<file path="config.mk">
export PLATFORM = sky130hd
export DESIGN_NAME = axil_master_port_flat
export DESIGN_NICKNAME = d
export VERILOG_FILES = /design/src/rtl/axil_master_port_if.sv /design/src/rtl/axil_master_port.sv /design/src/flat_wrapper.sv
export SDC_FILE = /design/constraint.sdc
export NUM_CORES = 1
export LEC_CHECK = 0
export ABC_AREA = 1
export ABC_CLOCK_PERIOD_IN_PS = 1400
export BUFFER_PORTS_ARGS = -buffer_cell sky130_fd_sc_hd__buf_2
export CAP_MARGIN = 25
export CORE_MARGIN = 4
export CORE_UTILIZATION = 30
export DETAILED_ROUTE_END_ITERATION = 10
export PLACE_DENSITY = 0.62
export SLEW_MARGIN = 5
export SYNTH_ARGS = -nofsm -noshare
export SYNTH_HDL_FRONTEND = slang
export SYNTH_SLANG_ARGS = --single-unit
</file>
<file path="constraint.sdc">
create_clock -name M_AXI_ACLK -period 1.4 [get_ports M_AXI_ACLK]
set_input_delay 0.14 -clock M_AXI_ACLK [delete_from_list [all_inputs] [get_ports M_AXI_ACLK]]
set_output_delay 0.14 -clock M_AXI_ACLK [all_outputs]
set_load 0.02 [all_outputs]
</file>
<file path="src/rtl/axil_master_port_if.sv">
// Local command/response handshake plus the AXI4-Lite master channels.
interface axil_master_port_if #(
  parameter int unsigned C_M_AXI_ADDR_WIDTH = 32,
  parameter int unsigned C_M_AXI_DATA_WIDTH = 32
);
  localparam int unsigned STRB_W = 4;

  // local command / response
  logic                          cmd_valid;
  logic                          cmd_ready;
  logic                          cmd_write;
  logic [C_M_AXI_ADDR_WIDTH-1:0] cmd_addr;
  logic [C_M_AXI_DATA_WIDTH-1:0] cmd_wdata;
  logic [STRB_W-1:0]             cmd_wstrb;
  logic                          rsp_valid;
  logic                          rsp_ready;
  logic [C_M_AXI_DATA_WIDTH-1:0] rsp_rdata;
  logic [1:0]                    rsp_resp;
  logic                          rsp_was_write;

  // AXI4-Lite write channels
  logic [C_M_AXI_ADDR_WIDTH-1:0] M_AXI_AWADDR;
  logic [2:0]                    M_AXI_AWPROT;
  logic                          M_AXI_AWVALID;
  logic                          M_AXI_AWREADY;
  logic [C_M_AXI_DATA_WIDTH-1:0] M_AXI_WDATA;
  logic [STRB_W-1:0]             M_AXI_WSTRB;
  logic                          M_AXI_WVALID;
  logic                          M_AXI_WREADY;
  logic [1:0]                    M_AXI_BRESP;
  logic                          M_AXI_BVALID;
  logic                          M_AXI_BREADY;

  // AXI4-Lite read channels
  logic [C_M_AXI_ADDR_WIDTH-1:0] M_AXI_ARADDR;
  logic [2:0]                    M_AXI_ARPROT;
  logic                          M_AXI_ARVALID;
  logic                          M_AXI_ARREADY;
  logic [C_M_AXI_DATA_WIDTH-1:0] M_AXI_RDATA;
  logic [1:0]                    M_AXI_RRESP;
  logic                          M_AXI_RVALID;
  logic                          M_AXI_RREADY;

  // Initiator view
  modport master (
    input  cmd_valid, cmd_write, cmd_addr, cmd_wdata, cmd_wstrb,
    output cmd_ready,
    output rsp_valid, rsp_rdata, rsp_resp, rsp_was_write,
    input  rsp_ready,
    output M_AXI_AWADDR, M_AXI_AWPROT, M_AXI_AWVALID,
    input  M_AXI_AWREADY,
    output M_AXI_WDATA, M_AXI_WSTRB, M_AXI_WVALID,
    input  M_AXI_WREADY,
    input  M_AXI_BRESP, M_AXI_BVALID,
    output M_AXI_BREADY,
    output M_AXI_ARADDR, M_AXI_ARPROT, M_AXI_ARVALID,
    input  M_AXI_ARREADY,
    input  M_AXI_RDATA, M_AXI_RRESP, M_AXI_RVALID,
    output M_AXI_RREADY
  );

  // Command source, response sink and AXI slave view
  modport slave (
    output cmd_valid, cmd_write, cmd_addr, cmd_wdata, cmd_wstrb,
    input  cmd_ready,
    input  rsp_valid, rsp_rdata, rsp_resp, rsp_was_write,
    output rsp_ready,
    input  M_AXI_AWADDR, M_AXI_AWPROT, M_AXI_AWVALID,
    output M_AXI_AWREADY,
    input  M_AXI_WDATA, M_AXI_WSTRB, M_AXI_WVALID,
    output M_AXI_WREADY,
    output M_AXI_BRESP, M_AXI_BVALID,
    input  M_AXI_BREADY,
    input  M_AXI_ARADDR, M_AXI_ARPROT, M_AXI_ARVALID,
    output M_AXI_ARREADY,
    output M_AXI_RDATA, M_AXI_RRESP, M_AXI_RVALID,
    input  M_AXI_RREADY
  );
endinterface

</file>
<file path="src/rtl/axil_master_port.sv">
// Single-outstanding AXI4-Lite initiator driven by a local cmd/rsp handshake.
// Data width must be 32; the interface instance must use the same parameters.
module axil_master_port #(
  parameter int unsigned C_M_AXI_ADDR_WIDTH = 32,
  parameter int unsigned C_M_AXI_DATA_WIDTH = 32
) (
  input logic           M_AXI_ACLK,
  input logic           M_AXI_ARESETN,
  axil_master_port_if.master bus
);
  localparam int unsigned ADDR_W = C_M_AXI_ADDR_WIDTH;
  localparam int unsigned DATA_W = C_M_AXI_DATA_WIDTH;
  localparam int unsigned STRB_W = 4;

  typedef enum logic [2:0] {
    IDLE    = 3'd0,
    WR_AW_W = 3'd1,
    WR_B    = 3'd2,
    RD_AR   = 3'd3,
    RD_R    = 3'd4,
    RSP     = 3'd5
  } state_e;

  state_e              state_q, state_d;
  logic [ADDR_W-1:0]   addr_q, addr_d;
  logic [DATA_W-1:0]   wdata_q, wdata_d;
  logic [STRB_W-1:0]   wstrb_q, wstrb_d;
  logic                awvalid_q, awvalid_d;
  logic                wvalid_q, wvalid_d;
  logic                bready_q, bready_d;
  logic                arvalid_q, arvalid_d;
  logic                rready_q, rready_d;
  logic                rsp_valid_q, rsp_valid_d;
  logic [DATA_W-1:0]   rsp_rdata_q, rsp_rdata_d;
  logic [1:0]          rsp_resp_q, rsp_resp_d;
  logic                rsp_was_write_q, rsp_was_write_d;
  logic                cmd_ready_c;

  // Commands are only taken while idle; this is the one combinational output.
  assign cmd_ready_c = (state_q == IDLE);

  // Next-state and next-output decode.
  always_comb begin
    state_d         = state_q;
    addr_d          = addr_q;
    wdata_d         = wdata_q;
    wstrb_d         = wstrb_q;
    awvalid_d       = awvalid_q;
    wvalid_d        = wvalid_q;
    bready_d        = bready_q;
    arvalid_d       = arvalid_q;
    rready_d        = rready_q;
    rsp_valid_d     = rsp_valid_q;
    rsp_rdata_d     = rsp_rdata_q;
    rsp_resp_d      = rsp_resp_q;
    rsp_was_write_d = rsp_was_write_q;

    unique case (state_q)
      IDLE: begin
        if (bus.cmd_valid) begin
          addr_d = bus.cmd_addr;
          if (bus.cmd_write) begin
            wdata_d   = bus.cmd_wdata;
            wstrb_d   = bus.cmd_wstrb;
            awvalid_d = 1'b1;
            wvalid_d  = 1'b1;
            state_d   = WR_AW_W;
          end else begin
            arvalid_d = 1'b1;
            state_d   = RD_AR;
          end
        end
      end
      WR_AW_W: begin
        // AW and W retire independently; B is awaited once both are gone.
        if (bus.M_AXI_AWREADY) awvalid_d = 1'b0;
        if (bus.M_AXI_WREADY)  wvalid_d  = 1'b0;
        if (!awvalid_d && !wvalid_d) begin
          bready_d = 1'b1;
          state_d  = WR_B;
        end
      end
      WR_B: begin
        if (bus.M_AXI_BVALID) begin
          bready_d        = 1'b0;
          rsp_valid_d     = 1'b1;
          rsp_rdata_d     = '0;
          rsp_resp_d      = bus.M_AXI_BRESP;
          rsp_was_write_d = 1'b1;
          state_d         = RSP;
        end
      end
      RD_AR: begin
        if (bus.M_AXI_ARREADY) begin
          arvalid_d = 1'b0;
          rready_d  = 1'b1;
          state_d   = RD_R;
        end
      end
      RD_R: begin
        if (bus.M_AXI_RVALID) begin
          rready_d        = 1'b0;
          rsp_valid_d     = 1'b1;
          rsp_rdata_d     = bus.M_AXI_RDATA;
          rsp_resp_d      = bus.M_AXI_RRESP;
          rsp_was_write_d = 1'b0;
          state_d         = RSP;
        end
      end
      RSP: begin
        if (bus.rsp_ready) begin
          rsp_valid_d = 1'b0;
          state_d     = IDLE;
        end
      end
      default: state_d = IDLE;
    endcase
  end

  // State and registered outputs; reset aborts any transaction in flight.
  always_ff @(posedge M_AXI_ACLK or negedge M_AXI_ARESETN) begin
    if (!M_AXI_ARESETN) begin
      state_q         <= IDLE;
      addr_q          <= '0;
      wdata_q         <= '0;
      wstrb_q         <= '0;
      awvalid_q       <= 1'b0;
      wvalid_q        <= 1'b0;
      bready_q        <= 1'b0;
      arvalid_q       <= 1'b0;
      rready_q        <= 1'b0;
      rsp_valid_q     <= 1'b0;
      rsp_rdata_q     <= '0;
      rsp_resp_q      <= '0;
      rsp_was_write_q <= 1'b0;
    end else begin
      state_q         <= state_d;
      addr_q          <= addr_d;
      wdata_q         <= wdata_d;
      wstrb_q         <= wstrb_d;
      awvalid_q       <= awvalid_d;
      wvalid_q        <= wvalid_d;
      bready_q        <= bready_d;
      arvalid_q       <= arvalid_d;
      rready_q        <= rready_d;
      rsp_valid_q     <= rsp_valid_d;
      rsp_rdata_q     <= rsp_rdata_d;
      rsp_resp_q      <= rsp_resp_d;
      rsp_was_write_q <= rsp_was_write_d;
    end
  end

  // Output mapping; one address register serves both AW and AR.
  assign bus.cmd_ready     = cmd_ready_c;
  assign bus.rsp_valid     = rsp_valid_q;
  assign bus.rsp_rdata     = rsp_rdata_q;
  assign bus.rsp_resp      = rsp_resp_q;
  assign bus.rsp_was_write = rsp_was_write_q;
  assign bus.M_AXI_AWADDR  = addr_q;
  assign bus.M_AXI_AWPROT  = 3'b000;
  assign bus.M_AXI_AWVALID = awvalid_q;
  assign bus.M_AXI_WDATA   = wdata_q;
  assign bus.M_AXI_WSTRB   = wstrb_q;
  assign bus.M_AXI_WVALID  = wvalid_q;
  assign bus.M_AXI_BREADY  = bready_q;
  assign bus.M_AXI_ARADDR  = addr_q;
  assign bus.M_AXI_ARPROT  = 3'b000;
  assign bus.M_AXI_ARVALID = arvalid_q;
  assign bus.M_AXI_RREADY  = rready_q;
endmodule

</file>
<file path="src/flat_wrapper.sv">
// flat-port wrapper written by rule: the top's interface ports become plain ports
module axil_master_port_flat 
#(
  parameter int unsigned C_M_AXI_ADDR_WIDTH = 32,
  parameter int unsigned C_M_AXI_DATA_WIDTH = 32
)
  (M_AXI_ACLK, M_AXI_ARESETN, bus_cmd_valid, bus_cmd_write, bus_cmd_addr, bus_cmd_wdata, bus_cmd_wstrb, bus_cmd_ready, bus_rsp_valid, bus_rsp_rdata, bus_rsp_resp, bus_rsp_was_write, bus_rsp_ready, bus_M_AXI_AWADDR, bus_M_AXI_AWPROT, bus_M_AXI_AWVALID, bus_M_AXI_AWREADY, bus_M_AXI_WDATA, bus_M_AXI_WSTRB, bus_M_AXI_WVALID, bus_M_AXI_WREADY, bus_M_AXI_BRESP, bus_M_AXI_BVALID, bus_M_AXI_BREADY, bus_M_AXI_ARADDR, bus_M_AXI_ARPROT, bus_M_AXI_ARVALID, bus_M_AXI_ARREADY, bus_M_AXI_RDATA, bus_M_AXI_RRESP, bus_M_AXI_RVALID, bus_M_AXI_RREADY);
  axil_master_port_if #(.C_M_AXI_ADDR_WIDTH(C_M_AXI_ADDR_WIDTH), .C_M_AXI_DATA_WIDTH(C_M_AXI_DATA_WIDTH)) bus_i ();
  input logic M_AXI_ACLK;
  input logic M_AXI_ARESETN;
  input wire logic [$bits(bus_i.cmd_valid)-1:0] bus_cmd_valid;
  input wire logic [$bits(bus_i.cmd_write)-1:0] bus_cmd_write;
  input wire logic [$bits(bus_i.cmd_addr)-1:0] bus_cmd_addr;
  input wire logic [$bits(bus_i.cmd_wdata)-1:0] bus_cmd_wdata;
  input wire logic [$bits(bus_i.cmd_wstrb)-1:0] bus_cmd_wstrb;
  output wire logic [$bits(bus_i.cmd_ready)-1:0] bus_cmd_ready;
  output wire logic [$bits(bus_i.rsp_valid)-1:0] bus_rsp_valid;
  output wire logic [$bits(bus_i.rsp_rdata)-1:0] bus_rsp_rdata;
  output wire logic [$bits(bus_i.rsp_resp)-1:0] bus_rsp_resp;
  output wire logic [$bits(bus_i.rsp_was_write)-1:0] bus_rsp_was_write;
  input wire logic [$bits(bus_i.rsp_ready)-1:0] bus_rsp_ready;
  output wire logic [$bits(bus_i.M_AXI_AWADDR)-1:0] bus_M_AXI_AWADDR;
  output wire logic [$bits(bus_i.M_AXI_AWPROT)-1:0] bus_M_AXI_AWPROT;
  output wire logic [$bits(bus_i.M_AXI_AWVALID)-1:0] bus_M_AXI_AWVALID;
  input wire logic [$bits(bus_i.M_AXI_AWREADY)-1:0] bus_M_AXI_AWREADY;
  output wire logic [$bits(bus_i.M_AXI_WDATA)-1:0] bus_M_AXI_WDATA;
  output wire logic [$bits(bus_i.M_AXI_WSTRB)-1:0] bus_M_AXI_WSTRB;
  output wire logic [$bits(bus_i.M_AXI_WVALID)-1:0] bus_M_AXI_WVALID;
  input wire logic [$bits(bus_i.M_AXI_WREADY)-1:0] bus_M_AXI_WREADY;
  input wire logic [$bits(bus_i.M_AXI_BRESP)-1:0] bus_M_AXI_BRESP;
  input wire logic [$bits(bus_i.M_AXI_BVALID)-1:0] bus_M_AXI_BVALID;
  output wire logic [$bits(bus_i.M_AXI_BREADY)-1:0] bus_M_AXI_BREADY;
  output wire logic [$bits(bus_i.M_AXI_ARADDR)-1:0] bus_M_AXI_ARADDR;
  output wire logic [$bits(bus_i.M_AXI_ARPROT)-1:0] bus_M_AXI_ARPROT;
  output wire logic [$bits(bus_i.M_AXI_ARVALID)-1:0] bus_M_AXI_ARVALID;
  input wire logic [$bits(bus_i.M_AXI_ARREADY)-1:0] bus_M_AXI_ARREADY;
  input wire logic [$bits(bus_i.M_AXI_RDATA)-1:0] bus_M_AXI_RDATA;
  input wire logic [$bits(bus_i.M_AXI_RRESP)-1:0] bus_M_AXI_RRESP;
  input wire logic [$bits(bus_i.M_AXI_RVALID)-1:0] bus_M_AXI_RVALID;
  output wire logic [$bits(bus_i.M_AXI_RREADY)-1:0] bus_M_AXI_RREADY;
  assign bus_i.cmd_valid = bus_cmd_valid;
  assign bus_i.cmd_write = bus_cmd_write;
  assign bus_i.cmd_addr = bus_cmd_addr;
  assign bus_i.cmd_wdata = bus_cmd_wdata;
  assign bus_i.cmd_wstrb = bus_cmd_wstrb;
  assign bus_cmd_ready = bus_i.cmd_ready;
  assign bus_rsp_valid = bus_i.rsp_valid;
  assign bus_rsp_rdata = bus_i.rsp_rdata;
  assign bus_rsp_resp = bus_i.rsp_resp;
  assign bus_rsp_was_write = bus_i.rsp_was_write;
  assign bus_i.rsp_ready = bus_rsp_ready;
  assign bus_M_AXI_AWADDR = bus_i.M_AXI_AWADDR;
  assign bus_M_AXI_AWPROT = bus_i.M_AXI_AWPROT;
  assign bus_M_AXI_AWVALID = bus_i.M_AXI_AWVALID;
  assign bus_i.M_AXI_AWREADY = bus_M_AXI_AWREADY;
  assign bus_M_AXI_WDATA = bus_i.M_AXI_WDATA;
  assign bus_M_AXI_WSTRB = bus_i.M_AXI_WSTRB;
  assign bus_M_AXI_WVALID = bus_i.M_AXI_WVALID;
  assign bus_i.M_AXI_WREADY = bus_M_AXI_WREADY;
  assign bus_i.M_AXI_BRESP = bus_M_AXI_BRESP;
  assign bus_i.M_AXI_BVALID = bus_M_AXI_BVALID;
  assign bus_M_AXI_BREADY = bus_i.M_AXI_BREADY;
  assign bus_M_AXI_ARADDR = bus_i.M_AXI_ARADDR;
  assign bus_M_AXI_ARPROT = bus_i.M_AXI_ARPROT;
  assign bus_M_AXI_ARVALID = bus_i.M_AXI_ARVALID;
  assign bus_i.M_AXI_ARREADY = bus_M_AXI_ARREADY;
  assign bus_i.M_AXI_RDATA = bus_M_AXI_RDATA;
  assign bus_i.M_AXI_RRESP = bus_M_AXI_RRESP;
  assign bus_i.M_AXI_RVALID = bus_M_AXI_RVALID;
  assign bus_M_AXI_RREADY = bus_i.M_AXI_RREADY;
  axil_master_port #(.C_M_AXI_ADDR_WIDTH(C_M_AXI_ADDR_WIDTH), .C_M_AXI_DATA_WIDTH(C_M_AXI_DATA_WIDTH)) u_core (.M_AXI_ACLK(M_AXI_ACLK), .M_AXI_ARESETN(M_AXI_ARESETN), .bus(bus_i));
endmodule
</file>
==> metrics.md <==
| Metric | Value |
|---|---|
| Crit-path max cell delay | 0.43 ns |
| Root Buffer | clkbuf_16 |
| Comb power frac | 52.9% |
| Port buffer count | 255 |
| Die Y | 135 um |
| Sw power | 7.58 mW |
| Antenna-violating nets left | 0 |
| Most frequent cells in the layout | nand2_1 (283), buf_2 (253), dfrtp_1 (112) |
| Buf+Inv Stages, Crit Path | 3 |
| Worst setup margin | -0.0468 ns |
| Die X | 135 um |
| Fin. Hold Viols | 0 |
| Slew Viols, Final | 0 |
| Vias in the first global route | 4821 |
| # rows | 46 |
| Startpoint Class | register |
| Total power | 16.9 mW |
| Clock transition at path regs | 0.08 ns |
| Mapped Cells | 560 |
| Critical-path cell list | nor2_4, nand2_2, inv_4, nand2_8, buf_4, clkbuf_16, nand2_1, nand2_1 |
| Num ports | 262 |
| RSZ-0062 raised after global routing | yes |
| Setup Crit Path Kind | reg -> reg |
| First-pass GRT wire length | 23700 um |
| Netlist Area Pre-Place | 4850 um^2 |
| Worst Hold Class | in -> reg |
| Hold_ws | 0.0276 ns |
| Worst Setup End Kind | register |
| # DRC | 0 |
| Status | finished with violations |
| Pre-CTS setup slack | -0.0692 ns |
| Clock Sinks | 112 |
| Count of synthesis-stage warnings from yosys | 0 |
| Sequential-to-total area share from yosys stat | 57.8% |
| Clk_lat worst skew | 0.35 ns |
| Final setup fails | 62 |
| Total GRT Usage | 16.1% |
| Area Overhead vs Synth | 61.1% |
| Routed length per instance | 13.5 um |
| Largest net degree at the start of global routing | 48 |
| Leading cell type in the layout, fill and taps excluded | nand2_1 |
| GP Congestion | 0.754 |
| Max_cap viols | 0 |
| Dpl cells | 1003 |
| Count of cell types in the netlist | 26 |
| Nets | 1021 |
| Vias post-DR | 4815 |
| Post-DP HPWL | 9950 um |
| H-tree Lvls | 3 |
| Crit share post-route | 103% |
| Post-Syn Area per Cell | 8.66 um^2 |
| Drt pass-1 iters | 6 |
| Antenna violations before repair | 1 |
| Number of antenna diodes | 0 |
| Min Clock Period, post-route | 1.45 ns |
| Skew final | 0.00681 ns |
| Total die area | 18300 um^2 |
| Most frequent CP cell | nand2_1 |
| TritonCTS clock tree | built |
| Failing checks | negative setup slack |
| Yosys reg bits | 112 |
| Flop pwr share | 32.7% |
| Cell Pwr Density | 2160 nW/um^2 |
| Internal power | 9.28 mW |
| Clk buf depth | 2 |
| Post-Layout Cell Count | 1128 |
| Worst EP arrival | 1.69 ns |
| DR vias/cell | 4.27 |
| Placed Area | 6310 um^2 |
| Core region area | 15900 um^2 |
| Worst-path fanout max | 18 |
| Sw Share | 45.0% |
| Max Clock Freq | 691 MHz |
| P_leak | 4.39 nW |
| Share of cells above drive strength 1 | 37.1% |
| Iter 0 DRT Violations | 178 |
| CP delay by family, top | simple AND/OR/NAND/NOR gates |
| CP required | 1.64 ns |
| CTS Buf Count | 9 |
| Peak VDD IR | 0.794 mV |
| Gr ovfl total | 0 |
| Final Cell Area | 7810 um^2 |
| Detailed Route WL | 15300 um |
| Initial Util | 30.5% |
| CP max stage cell | dfrtp_1 |
| Clk pwr share | 14.4% |
[stage by stage]
stage          TNS, ns  utilization (%)
5_1_grt          -7.13             49.2
4_1_cts         -0.271             48.4
6_report         -1.28             49.2
3_3_place_gp   -0.0119             39.7
2_1_floorplan        0                -
3_5_place_dp    -0.698             39.7
[what timing repair did]
action,CTS,global route
endpoints found under the setup margin,48,90
setup buffers,5,1
resized for setup,9,38
hold endpoints to repair,122,0
hold buffers,100,0
cloned,1,2
pin swaps,1,1
[kinds of logic after synthesis]
group | count (synthesis) | synth area share, %
AND/OR/NAND/NOR | 322 | 26.5
other | 1 | 0.0774
buffers and inverters | 79 | 10.7
flip-flops | 112 | 57.8
AO/OA/AOI/OAI | 46 | 4.85
[worst min-delay path, cell delays in order]
cell,delay (ns)
buf_2,0.08
nand2_1,0.05
nand2_1,0.06
[registers in the layout, summed over array words and instances (netlist names)]
name,count
u_core.bus.M_AXI_ARVALID,1
u_core.state_q,3
u_core.bus.M_AXI_AWVALID,1
u_core.bus.M_AXI_BREADY,1
u_core.bus.rsp_resp,2
u_core.bus.rsp_was_write,1
u_core.bus.rsp_rdata,32
u_core.bus.M_AXI_RREADY,1
u_core.bus.M_AXI_ARADDR,32
u_core.bus.M_AXI_WSTRB,4
u_core.bus.rsp_valid,1
u_core.bus.M_AXI_WVALID,1
u_core.bus.M_AXI_WDATA,32
[layer usage]
layer	part of all wire (%)	up-vias	GRT usage, %
li1	-	2375	-
met1	40	2216	19.0
met2	50	181	27.8
met3	6.4	41	3.43
met4	3.4	2	7.95
met5	0.046	-	0
[synth_stat cells]
library cell | n | share of area [%]
nand4_1 | 2 | 0.26
a21oi_1 | 5 | 0.52
nand3b_1 | 1 | 0.15
inv_4 | 1 | 0.13
nor2_4 | 3 | 0.70
o21ai_0 | 29 | 3.0
buf_4 | 44 | 6.8
nand2_4 | 1 | 0.23
conb_1 | 1 | 0.077
inv_1 | 12 | 0.93
o21bai_1 | 1 | 0.15
nand2_1 | 295 | 23
dfrtp_1 | 112 | 58
buf_2 | 8 | 0.83
nand3_1 | 8 | 0.83
inv_2 | 4 | 0.31
nor4_1 | 1 | 0.13
nor2_1 | 6 | 0.46
nor2_8 | 1 | 0.41
o21a_1 | 1 | 0.15
nand2_2 | 3 | 0.39
o21ai_1 | 10 | 1.0
nor2_2 | 1 | 0.13
buf_6 | 6 | 1.4
buf_1 | 1 | 0.077
clkbuf_1 | 3 | 0.23
[worst paths after layout]
path	start	to	slack (ns)	cells past startpoint
max	u_core.state_q[0]	u_core.bus.M_AXI_ARADDR[3]	-0.05	8
min	bus_M_AXI_RDATA[0]	u_core.bus.rsp_rdata[0]	0.03	3
max reg2reg	u_core.state_q[0]	u_core.bus.M_AXI_ARADDR[3]	-0.05	8
min reg2reg	u_core.bus.rsp_resp[1]	u_core.bus.rsp_resp[1]	0.47	2
max in group asynchronous	M_AXI_ARESETN	u_core.bus.M_AXI_WDATA[18]	0.55	3
min in group asynchronous	M_AXI_ARESETN	u_core.bus.rsp_rdata[11]	0.26	2
[power groups by stage]
stage	Sequential (mW)	Combinational, mW	Clock (mW)
4_1_cts	5.48	8.69	2.53
2_1_floorplan	7.17	3.82	0
5_1_grt	5.69	9.69	2.66
3_5_place_dp	5.51	8.20	0
6_report	5.51	8.92	2.43
3_3_place_gp	5.51	8.08	0
[final cells by class]
| cell class | instances | area (um^2) |
|---|---|---|
| well taps | 216 | 270 |
| repair buffers | 393 | 2770 |
| multi-input cells | 374 | 1610 |
| flip-flops and latches | 112 | 2800 |
| clock inverters | 5 | 41.3 |
| clock buffers | 11 | 233 |
| fillers | 1486 | 8080 |
| inverters | 17 | 76.3 |
Note: power is estimated with default switching activity, not from simulation.
